## config.mk

```make
export PLATFORM = sky130hd
export DESIGN_NAME = scad_seq
export DESIGN_NICKNAME = d
export VERILOG_FILES = /design/src/rtl/scad_pkg.sv /design/src/rtl/scad_alu.sv /design/src/rtl/scad_seq.sv
export SDC_FILE = /design/constraint.sdc
export NUM_CORES = 1
export LEC_CHECK = 0
export CORE_ASPECT_RATIO = 1.1
export CORE_UTILIZATION = 49
export CTS_CLUSTER_SIZE = 16
export DETAILED_ROUTE_END_ITERATION = 16
export PLACE_DENSITY = 0.8
export SYNTH_ARGS = -nofsm -noshare
export SYNTH_HDL_FRONTEND = slang
export SYNTH_SLANG_ARGS = --single-unit
```

## constraint.sdc

```tcl
create_clock -name clk -period 13.1 [get_ports clk]
set_input_delay 3.93 -clock clk [delete_from_list [all_inputs] [get_ports clk]]
set_output_delay 3.93 -clock clk [all_outputs]
set_load 0.05 [all_outputs]
```

## src/rtl/scad_pkg.sv

```systemverilog
// ============================================================================
// Module      : scad_pkg
// Description : Shared encodings for the SCAD shift-count datapath.
// Revision    : 1.0
// ============================================================================
`default_nettype none

package scad_pkg;

    localparam logic [2:0] C_OP_A     = 3'd0;
    localparam logic [2:0] C_OP_AMB1  = 3'd1;
    localparam logic [2:0] C_OP_APB   = 3'd2;
    localparam logic [2:0] C_OP_AM1   = 3'd3;
    localparam logic [2:0] C_OP_AP1   = 3'd4;
    localparam logic [2:0] C_OP_AMB   = 3'd5;
    localparam logic [2:0] C_OP_OR    = 3'd6;
    localparam logic [2:0] C_OP_AND   = 3'd7;

    localparam logic [1:0] C_SCADA_FE       = 2'd0;
    localparam logic [1:0] C_SCADA_AR_EXP   = 2'd1;
    localparam logic [1:0] C_SCADA_AR_SHIFT = 2'd2;
    localparam logic [1:0] C_SCADA_MAGIC    = 2'd3;

    localparam logic [1:0] C_SCADB_SC       = 2'd0;
    localparam logic [1:0] C_SCADB_AR_SHIFT = 2'd1;
    localparam logic [1:0] C_SCADB_FE       = 2'd2;
    localparam logic [1:0] C_SCADB_ZERO     = 2'd3;

    typedef enum logic [1:0] {
        IDLE  = 2'd0,
        COUNT = 2'd1,
        DONE  = 2'd2
    } state_e;

endpackage

`default_nettype wire

```

## src/rtl/scad_alu.sv

```systemverilog
// ============================================================================
// Module      : scad_alu
// Description : SCADA/SCADB source muxes and the W-bit SCAD function unit.
// Revision    : 1.0
// ============================================================================
`default_nettype none

module scad_alu
    import scad_pkg::*;
#(
    parameter int W       = 10,
    parameter int AR_W    = 36,
    parameter int MAGIC_W = 9
) (
    input  logic [2:0]         scad_op,
    input  logic [1:0]         scada_sel,
    input  logic [1:0]         scadb_sel,
    input  logic [AR_W-1:0]    ar,
    input  logic [MAGIC_W-1:0] magic,
    input  logic [W-1:0]       fe,
    input  logic [W-1:0]       sc,
    output logic [W-1:0]       scad
);

    logic [W-1:0] w_a;
    logic [W-1:0] w_b;
    logic [W-1:0] w_ar_shift;
    logic         w_unused_ar;

    // AR bit 0 is the MSB, so AR[0:8] is the top nine bits of the vector.
    assign w_ar_shift  = {{(W-9){ar[AR_W-1]}}, ar[AR_W-1 -: 9]};
    assign w_unused_ar = ^ar[AR_W-10:6];

    always_comb begin
        w_a = '0;
        case (scada_sel)
            C_SCADA_FE:       w_a = fe;
            C_SCADA_AR_EXP:   w_a = {{(W-6){1'b0}}, ar[5:0]};
            C_SCADA_AR_SHIFT: w_a = w_ar_shift;
            C_SCADA_MAGIC:    w_a = {{(W-MAGIC_W){magic[MAGIC_W-1]}}, magic};
            default:          w_a = '0;
        endcase
    end

    always_comb begin
        w_b = '0;
        case (scadb_sel)
            C_SCADB_SC:       w_b = sc;
            C_SCADB_AR_SHIFT: w_b = w_ar_shift;
            C_SCADB_FE:       w_b = fe;
            C_SCADB_ZERO:     w_b = '0;
            default:          w_b = '0;
        endcase
    end

    always_comb begin
        scad = w_a;
        case (scad_op)
            C_OP_A:    scad = w_a;
            C_OP_AMB1: scad = w_a + ~w_b;
            C_OP_APB:  scad = w_a + w_b;
            C_OP_AM1:  scad = w_a - {{(W-1){1'b0}}, 1'b1};
            C_OP_AP1:  scad = w_a + {{(W-1){1'b0}}, 1'b1};
            C_OP_AMB:  scad = w_a - w_b;
            C_OP_OR:   scad = w_a | w_b;
            C_OP_AND:  scad = w_a & w_b;
            default:   scad = w_a;
        endcase
    end

endmodule

`default_nettype wire

```

## src/rtl/scad_seq.sv

```systemverilog
// ============================================================================
// Module      : scad_seq
// Description : FE/SC registers and the shift-count loop sequencer.
// Revision    : 1.0
// ============================================================================
`default_nettype none

module scad_seq
    import scad_pkg::*;
#(
    parameter int W       = 10,
    parameter int AR_W    = 36,
    parameter int MAGIC_W = 9,
    parameter int THRESH  = 36
) (
    input  logic               clk,
    input  logic               rst_n,
    input  logic [2:0]         scad_op,
    input  logic [1:0]         scada_sel,
    input  logic [1:0]         scadb_sel,
    input  logic [AR_W-1:0]    ar,
    input  logic [MAGIC_W-1:0] magic,
    input  logic               fe_load,
    input  logic               sc_load,
    input  logic               start,
    input  logic               abort,
    output logic [W-1:0]       scad,
    output logic [W-1:0]       fe,
    output logic [W-1:0]       sc,
    output logic               scad_eq0,
    output logic               scad_sign,
    output logic               fe_sign,
    output logic               sc_sign,
    output logic               sc_ge_thresh,
    output logic               busy,
    output logic               step,
    output logic               done
);

    localparam logic signed [W-1:0] C_THRESH = THRESH[W-1:0];
    localparam logic [W-1:0]        C_ONE    = {{(W-1){1'b0}}, 1'b1};

    logic [W-1:0] w_scad;
    logic [W-1:0] fe_q, fe_d;
    logic [W-1:0] sc_q, sc_d;
    state_e       state_q, state_d;
    logic         busy_q, busy_d;
    logic         done_q, done_d;

    scad_alu #(
        .W       (W),
        .AR_W    (AR_W),
        .MAGIC_W (MAGIC_W)
    ) u_alu (
        .scad_op   (scad_op),
        .scada_sel (scada_sel),
        .scadb_sel (scadb_sel),
        .ar        (ar),
        .magic     (magic),
        .fe        (fe_q),
        .sc        (sc_q),
        .scad      (w_scad)
    );

    always_comb begin
        fe_d    = fe_q;
        sc_d    = sc_q;
        state_d = state_q;
        if (fe_load) begin
            fe_d = w_scad;
        end
        case (state_q)
            IDLE: begin
                if (start) begin
                    sc_d = w_scad;
                    // A zero or negative count finishes without any steps.
                    if (w_scad == '0 || w_scad[W-1]) begin
                        state_d = DONE;
                    end else begin
                        state_d = COUNT;
                    end
                end else if (sc_load) begin
                    sc_d = w_scad;
                end
            end
            COUNT: begin
                if (abort) begin
                    state_d = IDLE;
                end else begin
                    sc_d = sc_q - C_ONE;
                    if (sc_q == C_ONE) begin
                        state_d = DONE;
                    end
                end
            end
            DONE:    state_d = IDLE;
            default: state_d = IDLE;
        endcase
        busy_d = (state_d == COUNT);
        done_d = (state_d == DONE);
    end

    always_ff @(posedge clk or negedge rst_n) begin
        if (!rst_n) begin
            fe_q    <= '0;
            sc_q    <= '0;
            state_q <= IDLE;
            busy_q  <= 1'b0;
            done_q  <= 1'b0;
        end else begin
            fe_q    <= fe_d;
            sc_q    <= sc_d;
            state_q <= state_d;
            busy_q  <= busy_d;
            done_q  <= done_d;
        end
    end

    // An aborting cycle is a COUNT cycle that does not shift.
    assign step         = busy_q & ~abort;
    assign busy         = busy_q;
    assign done         = done_q;
    assign scad         = w_scad;
    assign fe           = fe_q;
    assign sc           = sc_q;
    assign scad_eq0     = (w_scad == '0);
    assign scad_sign    = w_scad[W-1];
    assign fe_sign      = fe_q[W-1];
    assign sc_sign      = sc_q[W-1];
    assign sc_ge_thresh = ($signed(sc_q) >= C_THRESH);

endmodule

`default_nettype wire

```

==> reports/metrics.cfg <==
[run_status]
status=complete, no violations

[pwr]
peakVddDrop_uv=237.5
p_total_w=0.0009232
p_per_area_mw_per_mm2=226.7
p_leak_nw=1.554

[clocking]
cts.hold.buffers_added=0
cts_tree=done
cts_max_level=1
clock-sinks=24
numCtsBuffers=3
clkLatencyLatePin_ns=0.26
clk_path_buf_depth=2
cts-root-buf=clkbuf_8
clk_pin_slew_worst_paths_ns=0.08

[detailed_routing]
wirelength_mm=9.543
post_drt_via_cell_ratio=6.349
maxUsedRoutingLayer=met4
drt_iter0_drc=343
vias=3384
wl_met2_mm=4.960
routed-wl-met3_um=524
m1WireLength_mm=3.866
route.detailed.drc=0
dr.pass1.iters=6
antenna_left=0
wl_per_cell_um=17.90

[global_routing]
gr-total-overflow=0
grt_antenna_before_repair=0
grt_max_degree=28
grt_pass1_vias=3395
grt_first_pass_wirelength_mm=15.86
track_usage=0.2879

[placed_design]
place.port_buffers=74
gp_congestion=0.9038
place_ws_ns=0.3374
hpwl_mm=7.413
place_inst=529

[critical_path]
rr_worst_depth=19
r2r-end=busy$_DFF_PN0_
startpoint_type=input pin
required_ns=9.17
regToRegSetupSlack_ns=8.29
worst_setup_path_end_kind=primary output
worst-path-max-fanout=10
r2r-start=sc[0]$_DFFE_PN0P_
critPathArrivalTime_ns=8.89
worst-setup-path-type=input pin to primary output

[synth]
synth_cell_types=69
yosys_most_used_dff=dfrtp_1
syn_area_mm2=0.003186
yosys_warnings=0
synth-adder-area-share=0.1127
synth_top_family_by_area=compound AO/OA/AOI/OAI gates
synth_compound_area_frac=0.3036
synth_top_area_share=0.1885
synth_nets=462
syn_inst=388
yosys.area.top_type=dfrtp_1
synth.mux.area_fraction=0.1163
synth-xor-area-share=0.02200
yosysSeqAreaShare=0.1885
synth_edf_count=0
synthArstFlopShare=1.000
syn_area_per_cell_um2=8.210
synth-simple-area-share=0.2003
ys_ff_latch=24
synth.area.top_cells=dfrtp_1 (19%), ha_1 (5.9%), a21oi_1 (5.3%), nor2_1 (4.9%), maj3_1 (4.4%)

[die]
die_width_um=78.88
dieArea_mm2=0.006828
initial_core_util=0.5112
io_pins=96
core-area_mm2=0.006231
row_count=30
die_y_um=86.57

[sta]
tightest_slew_ns=1.032
hold_slack_ns=0.6102
skew_ns=0.002257
slew_violations=0
timing.fmax_ghz=0.07800
period_needed_ns=12.82
rsz0062_at_grt=no
finalCritPeriodShare=0.9786
fin_tns_setup_ns=0
setup_viol_count_final=0
hold_viol=0
worst_slack_ns=0.2800
timing.slew.headroom=0.3097

[cells_and_area]
diodes=0
final_common_cell=clkdlybuf4s50_1
layout_common_cells=clkdlybuf4s50_1 (71), nor2_1 (42), a21oi_1 (34)
drive_above_1_share=0.1236
nNetsFinal=528
syn2layout_area_growth_pct=27.85
final_cells=533

[worst_hold_path]
whs_path_depth=1
min_path_type=register to register
holdPathEnd=fe[7]$_DFFE_PN0P_
min_from=fe[7]$_DFFE_PN0P_

[job]
max_cap_violations=0

-- how the worst max path moves through the flow --
| stage | from | to | slack (ns) |
|---|---|---|---|
| finish | scadb_sel[0] | scad_eq0 | 0.28 |
| global route | scadb_sel[0] | scad_eq0 | 0.02 |
| CTS | scadb_sel[0] | scad_eq0 | 0.31 |
| detailed placement | scadb_sel[0] | scad_eq0 | 0.34 |
| global placement | scadb_sel[0] | scad_eq0 | 0.37 |
| floorplan | scadb_sel[0] | scad_eq0 | 0.91 |
-- critical path, stage by stage --
cell             delay (ns)
clkdlybuf4s50_1        0.50
and2b_4                0.31
buf_4                  0.23
o2bb2ai_4              0.22
ha_1                   0.27
and3_2                 0.24
nand3_1                0.15
maj3_1                 0.40
a211oi_1               0.26
ha_1                   0.32
a21o_1                 0.23
or4b_1                 0.46
and3_1                 0.25
a2111o_1               0.41
nor4b_4                0.35
and2_1                 0.22
buf_12                 0.14
-- registers in the layout, summed over array words and instances, names as in the netlist --
register	flops
busy	1
done	1
fe	10
sc	10
state_q	2
-- cell families (layout without fill, tap and decap cells) --
logic type | count (synthesis) | after routing
fa+ha+maj | 31 | 31
buf+inv | 39 | 104
flops | 24 | 24
simple gates | 125 | 125
mux | 28 | 28
compound gates | 133 | 133
xor+xnor | 8 | 8
-- metrics by stage --
step | cell area, µm² | utilization
6_report | 4073 | 0.6536
4_1_cts | 4058 | 0.6512
3_5_place_dp | 3986 | 0.6398
3_3_place_gp | 3986 | 0.6398
5_1_grt | 4073 | 0.6536
2_1_floorplan | 3186 | -
-- cell type report --
| type | instances | area (µm²) |
|---|---|---|
| multi-input cells | 325 | 2420 |
| inverters | 16 | 60.06 |
| fillers | 534 | 2158 |
| repair buffers | 84 | 820.8 |
| flip-flops and latches | 24 | 600.6 |
| clock buffers | 3 | 41.29 |
| well taps | 80 | 100.1 |
| clock inverters | 1 | 30.03 |
-- routing by layer --
layer  vias up  track usage
met5         -            0
met4         0       0.1074
met3        24     0.009474
met2       153       0.5336
met1      1605       0.3537
li1       1602            -
-- synth_stat cells, types with 3 or more instances --
cell type	count
clkbuf_1	13
nor4_1	3
mux2_2	10
buf_2	3
a21o_1	5
maj3_1	14
and2_1	3
dfrtp_1	24
o32ai_1	3
o2bb2ai_2	4
nand2_1	28
and3_1	3
a21oi_1	34
inv_2	3
xnor2_1	7
ha_1	15
nand3_1	8
o31ai_1	4
a31oi_1	3
mux2i_1	10
inv_1	13
nor3_1	13
o211ai_1	4
mux4_2	6
nor2_1	42
o21ai_0	28
o22ai_1	5
nor2b_1	4
buf_4	4
nand2b_1	3
a211oi_1	7
nand4_1	3
a22oi_1	12
-- where the power goes --
part | internal, W | switching, W | leakage, nW
clock network | 0.0000408 | 0.0000228 | 0.0357
logic | 0.000251 | 0.000445 | 1.23
registers | 0.000110 | 0.0000540 | 0.285
total | 0.000402 | 0.000521 | 1.55
-- what timing repair did --
item	CTS	global route
endpoints found under the setup margin	0	1
resized for setup	0	2
buffers inserted	0	0
endpoints found under the hold margin	0	0
Power figures use the tool's default switching activity.
